File: config.mk
export PLATFORM = sky130hd
export DESIGN_NAME = sparse_config_sequencer
export DESIGN_NICKNAME = d
export VERILOG_FILES = /design/src/rtl/sparse_config_sequencer.sv
export SDC_FILE = /design/constraint.sdc
export NUM_CORES = 1
export LEC_CHECK = 0
export CELL_PAD_IN_SITES_DETAIL_PLACEMENT = 1
export CELL_PAD_IN_SITES_GLOBAL_PLACEMENT = 2
export CORE_MARGIN = 2
export CORE_UTILIZATION = 32
export DETAILED_ROUTE_END_ITERATION = 10
export GPL_TIMING_DRIVEN = 0
export HOLD_SLACK_MARGIN = 0.03
export PLACE_DENSITY = 0.91
export REMOVE_ABC_BUFFERS = 1
export SLEW_MARGIN = 40
export SYNTH_ARGS = -nofsm -noshare
export SYNTH_HDL_FRONTEND = slang
export SYNTH_SLANG_ARGS = --single-unit
File: constraint.sdc
create_clock -name clk -period 8.15 [get_ports clk]
set_clock_uncertainty 0.05 [all_clocks]
set_input_delay 1.63 -clock clk [delete_from_list [all_inputs] [get_ports clk]]
set_output_delay 1.63 -clock clk [all_outputs]
set_load 0.01 [all_outputs]
File: src/rtl/sparse_config_sequencer.sv
// sparse_config_sequencer: streams a {addr,data} bitstream onto the config bus, releases stall/flush, then times the run
// Ports:
//   clk, reset             clock and synchronous active-high reset
//   start                  begin a sequence (honoured only in IDLE, DONE or TIMEOUT)
//   bs_size, timeout_limit word count (clamped to BS_DEPTH) and run-cycle limit (0 = none), latched with start
//   bs_rd_en/addr/data     bitstream memory read port, data returned one cycle after bs_rd_en
//   config_*               config bus towards the array; config_read is tied low
//   stall, flush, dut_done array control and completion
//   cycle_count            RUN cycles elapsed
//   busy, done, timed_out  sequence status; done and timed_out stay set until the next start
module sparse_config_sequencer #(
    parameter int BS_DEPTH   = 4096,
    parameter int BS_IDX_W   = 12,
    parameter int FLUSH_PRE  = 16,
    parameter int FLUSH_POST = 2
) (
    input  logic                clk,
    input  logic                reset,
    input  logic                start,
    input  logic [BS_IDX_W:0]   bs_size,
    input  logic [31:0]         timeout_limit,
    output logic                bs_rd_en,
    output logic [BS_IDX_W-1:0] bs_rd_addr,
    input  logic [63:0]         bs_rd_data,
    output logic [31:0]         config_config_addr,
    output logic [31:0]         config_config_data,
    output logic                config_write,
    output logic                config_read,
    output logic                stall,
    output logic                flush,
    input  logic                dut_done,
    output logic [63:0]         cycle_count,
    output logic                busy,
    output logic                done,
    output logic                timed_out
);
    typedef enum logic [2:0] {IDLE, LOAD, FLUSH_STALLED, FLUSH_RUN, RUN, DONE, TIMEOUT} state_t;
    localparam logic [BS_IDX_W:0] DEPTH = BS_DEPTH[BS_IDX_W:0];
    localparam logic [31:0] PRE_LAST  = 32'(FLUSH_PRE - 1);
    localparam logic [31:0] POST_LAST = 32'(FLUSH_POST - 1);
    state_t state, state_next;
    logic [BS_IDX_W:0] size_lat, size_clamped;
    logic [31:0] limit_lat;
    logic [31:0] phase_cnt;
    logic rd_valid;
    logic accept, last_rd, timeout_hit;
    assign config_read = 1'b0;
    always_comb begin
        size_clamped = (bs_size > DEPTH) ? DEPTH : bs_size;
        accept = start && (state == IDLE || state == DONE || state == TIMEOUT);
        last_rd = {1'b0, bs_rd_addr} == size_lat - 1'b1;
        timeout_hit = (limit_lat != '0) && (cycle_count + 64'd1 == {32'd0, limit_lat});
    end
    always_comb begin
        state_next = state;
        unique case (state)
            IDLE, DONE, TIMEOUT: state_next = accept ? ((size_clamped == '0) ? FLUSH_STALLED : LOAD) : state;
            // reads and the write pipeline have both drained once neither stage is active
            LOAD:          state_next = (!bs_rd_en && !rd_valid) ? FLUSH_STALLED : LOAD;
            FLUSH_STALLED: state_next = (phase_cnt == PRE_LAST) ? FLUSH_RUN : FLUSH_STALLED;
            FLUSH_RUN:     state_next = (phase_cnt == POST_LAST) ? RUN : FLUSH_RUN;
            RUN:           state_next = dut_done ? DONE : (timeout_hit ? TIMEOUT : RUN);
            default:       state_next = IDLE;
        endcase
    end
    always_ff @(posedge clk) begin
        if (reset) begin
            state              <= IDLE;
            phase_cnt          <= '0;
            size_lat           <= '0;
            limit_lat          <= '0;
            rd_valid           <= 1'b0;
            bs_rd_en           <= 1'b0;
            bs_rd_addr         <= '0;
            config_write       <= 1'b0;
            config_config_addr <= '0;
            config_config_data <= '0;
            stall              <= 1'b1;
            flush              <= 1'b0;
            cycle_count        <= '0;
            busy               <= 1'b0;
            done               <= 1'b0;
            timed_out          <= 1'b0;
        end else begin
            state        <= state_next;
            phase_cnt    <= (state_next != state) ? '0 : phase_cnt + 32'd1;
            stall        <= !(state_next == FLUSH_RUN || state_next == RUN);
            flush        <= state_next == FLUSH_STALLED || state_next == FLUSH_RUN;
            busy         <= state_next inside {LOAD, FLUSH_STALLED, FLUSH_RUN, RUN};
            done         <= state_next == DONE;
            timed_out    <= state_next == TIMEOUT;
            rd_valid     <= bs_rd_en;
            config_write <= rd_valid;
            if (rd_valid) {config_config_addr, config_config_data} <= bs_rd_data;
            if (accept) begin
                size_lat    <= size_clamped;
                limit_lat   <= timeout_limit;
                cycle_count <= '0;
                bs_rd_en    <= size_clamped != '0;
                bs_rd_addr  <= '0;
            end else if (bs_rd_en) begin
                bs_rd_en   <= !last_rd;
                bs_rd_addr <= last_rd ? bs_rd_addr : bs_rd_addr + 1'b1;
            end
            // the deciding cycle is not counted when the array reports done
            if (state == RUN && !dut_done) cycle_count <= cycle_count + 64'd1;
        end
    end
endmodule

* Word-level counts from Yosys, hierarchy flattened
Cells that the tools add are included.
** Word-level totals
- Flip-flop bits (word level) :: 228
- Latch bits :: 0
- Memory bits (writable) :: 0
- Memory bits (read-only) :: 0
- Input bits :: 113
- Output and inout port bits :: 148
- Memories kept :: 0
** Operators by class
- Add/sub/neg operators :: 4
- $mul :: 0
- Divide/modulo/power cells :: 0
- Magnitude comparators :: 1
- Eq/ne operators :: 17
- Shift operators :: 0
- Multiplexer cells :: 13
- Bitwise gates (word level) :: 1
- Reduce and logical (&&, ||, !) cells :: 23
** Operators with widths (number)
- two-way mux 64 bit :: 2
- adder 64 x 1 -> 64 bit (second input constant) :: 1
- equality test 64 x 32 -> 1 bit :: 1
- adder 32 x 1 -> 32 bit (second input constant) :: 1
- equality test 32 x 1 -> 1 bit (second input constant) :: 1
- equality test 32 x 4 -> 1 bit (second input constant) :: 1
- nonzero test 32 bit :: 1
- equality test 3 bit (second input constant) :: 6
- case mux 3 bit (5 select lines) :: 1
- equality test 12 x 13 -> 1 bit :: 1
- > comparator 13 bit (second input constant) :: 1
- logical NOT 13 bit :: 1
- two-way mux 13 bit :: 1
- nonzero test 13 bit :: 1
- subtractor 13 x 1 -> 13 bit (second input constant) :: 1
- adder 12 x 1 -> 12 bit (second input constant) :: 1
- equality test 3 x 2 -> 1 bit (second input constant) :: 4
- two-way mux 2 bit :: 4
- equality test 3 x 1 -> 1 bit (second input constant) :: 2
- two-way mux 3 bit :: 2
- logical NOT 1 bit :: 5
- logical AND 1 bit :: 4
- logical OR 1 bit :: 4
- nonzero test 4 bit :: 1
- other kinds (8) :: 11

* Longest topological paths before layout
- Depth in word-level cells :: 9
- Mapped depth :: 13

* Least setup slack after synthesis
No wires, ideal clock.
- Path kind :: input -> register
- From :: in dut_done
- To :: reg busy
- Setup time :: 0.121 ns
- Arrival time :: 3.897 ns
- Required time :: 7.979 ns
- Slack :: 4.082 ns
- Stages on the path :: 10
- Path buffers :: 1
- Cells stage by stage :: or4b_2 clkbuf_1 nor3_1 o2111ai_1 nor3b_1 nand4_1 nor4_2 nand4_1 nand3_1 mux2_2
** Between the ends
- Cells in the longest elaborated chain, start to end :: 4
- Elaborated cells on any way between the ends :: 7
- Classes of those cells :: 4 x eq/ne; 2 x mux; 1 x reduce/logical
** RTL lines
- start: declaration :: line 31 : input logic dut_done,
- two-way mux 2 bit * :: line 62 : RUN: state_next = dut_done ? DONE : (timeout_hit ? TIMEOUT : RUN);
- case mux 3 bit (5 select lines) * :: line 56 : unique case (state)
- equality test 3 x 1 -> 1 bit (tied with other cells) :: line 89 : busy <= state_next inside {LOAD, FLUSH_STALLED, FLUSH_RUN, RUN};
- nonzero test 4 bit * :: line 89
- end signal: assignment :: line 89
- end: declaration :: line 33 : output logic busy,
Every way passes the cells marked *; elsewhere a longest branch is shown, timed or not.
A chain may end at the register's enable or synchronous reset.

* Worst setup path after layout
- From :: in dut_done
- To :: reg phase_cnt[22]
** Between the ends
- Cells in the longest elaborated chain, start to end :: 4
** RTL lines
- two-way mux 2 bit :: line 62
- case mux 3 bit (5 select lines) :: line 56
- != test 3 bit :: line 86 : phase_cnt <= (state_next != state) ? '0 : phase_cnt + 32'd1;
- OR reduction 2 bit (no source line)
- end signal: assignment :: line 86
- end: declaration :: line 44 : logic [31:0] phase_cnt;
Every way passes these cells.

==> metrics.md <==
| Metric | Value |
|---|---|
| Status | finished, final reports clean |
| Final Max Slew Viols | 0 |
| Max rail drop VDD | 0.000172 V |
| Drt pass-1 iters | 5 |
| Worst slack at placement | 2.43 ns |
| Hold Crit Class | reg2reg |
| Setup CP Type | in2reg |
| Switching power | 760 uW |
| H-tree depth | 1 |
| Endpoint class of the critical path | flop |
| Number of synthesized flops with an enable pin | 0 |
| Area post-placement | 0.0150 mm2 |
| Async S/R FF share, synth | 0 |
| RSZ-0062 raised after global routing | no |
| Period Utilization, post-route | 0.639 |
| Crit path time final | 5.21 ns |
| Leak Pwr | 5.38 nW |
| Yosys cell types | 75 |
| Setup-failing EPs final | 0 |
| Post-CTS Repair Setup Buffers | 0 |
| DR WL/cell | 20.2 um |
| Fin worst setup slack | 2.94 ns |
| Via count | 12200 |
| Io pins | 261 |
| Layout cell share with drive strength beyond 1 | 0.0577 |
| Drt drc | 0 |
| Nature of the critical path startpoint | input pin |
| Comb pwr share | 0.133 |
| Fillers | 4370 |
| Commonest non-fill, non-tap cell in the layout | clkdlybuf4s50_1 |
| Cells along the critical path | clkdlybuf4s50_1, or4b_4, buf_12, nor3_1, o2111ai_1, nor3b_1, nand4_1, nor4_2, nand4_1, o2111ai_4, buf_6, nor2_1 |
| Die height | 198 um |
| Violation count after the first detailed-route iteration | 459 |
| Switch share | 0.264 |
| TNS Setup | 0 ns |
| Clock Path Buffers | 3 |
| First-pass GRT wire length | 69800 um |
| Mean Syn Cell Area | 7.94 um2 |
| Hpwl dp | 32400 um |
| Vias per std cell | 5.56 |
| Netlist Area Pre-Place | 0.0120 mm2 |
| Slew @ Worst Pin | 0.800 ns |
| Power Dens Cells | 180 mW/mm2 |
| Relative slew slack | 0.462 |
| CTS resizes | 0 |
| Initial antenna violation count | 0 |
| Cells after Synth | 1510 |
| Largest stage delay, worst path | 0.67 ns |
| Die area | 0.0390 mm2 |
| PortBufs | 259 |
| Clk root buf | clkbuf_16 |
| Clock power share | 0.451 |
| MaxCap Viol Count | 0 |
| Critical path's most frequent cell | nand4_1 |
| Power Total | 2.88 mW |
| TritonCTS Buffers | 29 |
| Initial Util | 0.326 |
| Critical path required time | 8.56 ns |
| Clock Sinks | 228 |
| WL final | 44500 um |
| Nets | 1829 |
| Vias in the first global route | 12400 |
| Commonest cells after routing, fill and taps aside | clkdlybuf4s50_1, dfxtp_1, nor2_1, nand2_1, a21oi_1 |
| Routability congestion estimate | 0.880 |
| CP Data Arrival Time | 5.62 ns |
| GRT Util Overall | 0.223 |
| Clock transition at path regs | 0.06 ns |
| Core ar. | 0.0368 mm2 |
| CTS tree | done |
| Final Hold Viols | 0 |
| Seq cells post-synth | 228 |
| Worst-Skew Late Latency | 0.58 ns |
| Post-synth top flop | dfxtp_1 |
| Critical path fanouts, max | 50 |
| Antenna-violating nets left | 0 |
| Number of inserted diodes | 0 |
| Sequential power share | 0.415 |
| Int Power | 2.12 mW |
| Fin area | 0.0160 mm2 |
| Die Wd | 198 um |
| Worst hold margin | 0.438 ns |
| FMAX | 192 MHz |
| Syn. warnings | 0 |
| Post-synthesis sequential area ratio | 0.381 |
| Remaining Overflow, GRT | 0 |
| CP max-delay cell | or4b_4 |
| Largest net degree at the start of global routing | 88 |
| Layout area overhead | 33.4% |
| Post-CTS Hold Fix Bufs | 0 |
| Row count | 70 |
[synthesized netlist by cell type, types with 10 or more instances]
| master | n | area (um2) |
|---|---|---|
| nand2_1 | 168 | 631 |
| o21ai_0 | 55 | 275 |
| or4_1 | 17 | 128 |
| xor2_1 | 53 | 464 |
| xnor2_1 | 49 | 429 |
| nand3_1 | 63 | 315 |
| nand4_1 | 59 | 369 |
| and3_1 | 27 | 169 |
| a21oi_1 | 104 | 521 |
| inv_1 | 14 | 52.6 |
| a311oi_1 | 12 | 105 |
| dfxtp_1 | 228 | 4560 |
| buf_2 | 10 | 50.1 |
| a22o_1 | 11 | 96.3 |
| clkbuf_1 | 83 | 312 |
| a31oi_1 | 13 | 81.3 |
| nor4_1 | 49 | 307 |
| mux2i_1 | 75 | 751 |
| or3_1 | 16 | 100 |
| nor3_1 | 41 | 205 |
| nor2_1 | 206 | 773 |
[logic make-up after synthesis]
kind of cell / Yosys count / share of synthesized area
xor gates and xnor gates: 102 / 0.0745
and+or+nand+nor: 707 / 0.292
buffers and inverters: 124 / 0.0427
muxes: 79 / 0.0664
other: 1 / 0.000313
DFF: 228 / 0.381
adders and majority gates: 6 / 0.00605
AOI/OAI and AO/OA: 263 / 0.137
[per-layer routing]
layer  vias to the layer above  GRT usage  share of wire  wire (um)
met4                         0     0.0621          0.026       1140
met3                        73     0.0584          0.072       3200
li1                       5832          -              -          -
met1                      5956      0.257           0.40      17900
met2                       369      0.405           0.50      22200
met5                         -          0              0          0
[layout make-up]
type	instances	area, um2	share of cell area
multi-input combinational	1158	7000	0.437
tap	468	586	0.0366
clock buffer	45	856	0.0535
sequential	228	4570	0.286
timing repair buffer	280	2830	0.177
clock inverter	7	104	0.00649
inverter	14	52.6	0.00329
[power groups by stage]
stage	logic, mW	registers [mW]	clock network, mW
floorplan	0.177	1.22	0
global placement	0.356	1.23	0
detailed placement	0.384	1.22	0
CTS	0.388	1.20	1.33
global route	0.422	1.20	1.38
finish	0.384	1.20	1.30
[per-stage QoR]
step | instances | utilization
3_5_place_dp | 2146 | 0.408
3_3_place_gp | 2127 | 0.400
4_1_cts | 2198 | 0.434
5_1_grt | 2200 | 0.435
6_report | 2200 | 0.435
2_1_floorplan | 1400 | -
[path summary, 6_finish.rpt]
kind	start	end	slack [ns]	cells past startpoint
max	dut_done	phase_cnt[22]	2.94	12
min	size_lat[12]	size_lat[12]	0.44	2
max reg2reg	cycle_count[4]	phase_cnt[22]	3.21	10
min reg2reg	size_lat[12]	size_lat[12]	0.44	2
[critical path, delay by kind of cell]
family          cells  cell delay (ns)
compound gates      2             0.59
buf+inv             3             0.95
simple gates        7             2.38
[sequential cells by signal, indices dropped and copies added, names as in the netlist]
name / cells
cycle_count: 64
config_config_addr: 32
config_config_data: 32
limit_lat: 32
phase_cnt: 32
size_lat: 13
bs_rd_addr: 12
state: 3
bs_rd_en: 1
busy: 1
config_write: 1
done: 1
flush: 1
rd_valid: 1
stall: 1
timed_out: 1
Note: power is estimated with default switching activity, not from simulation.
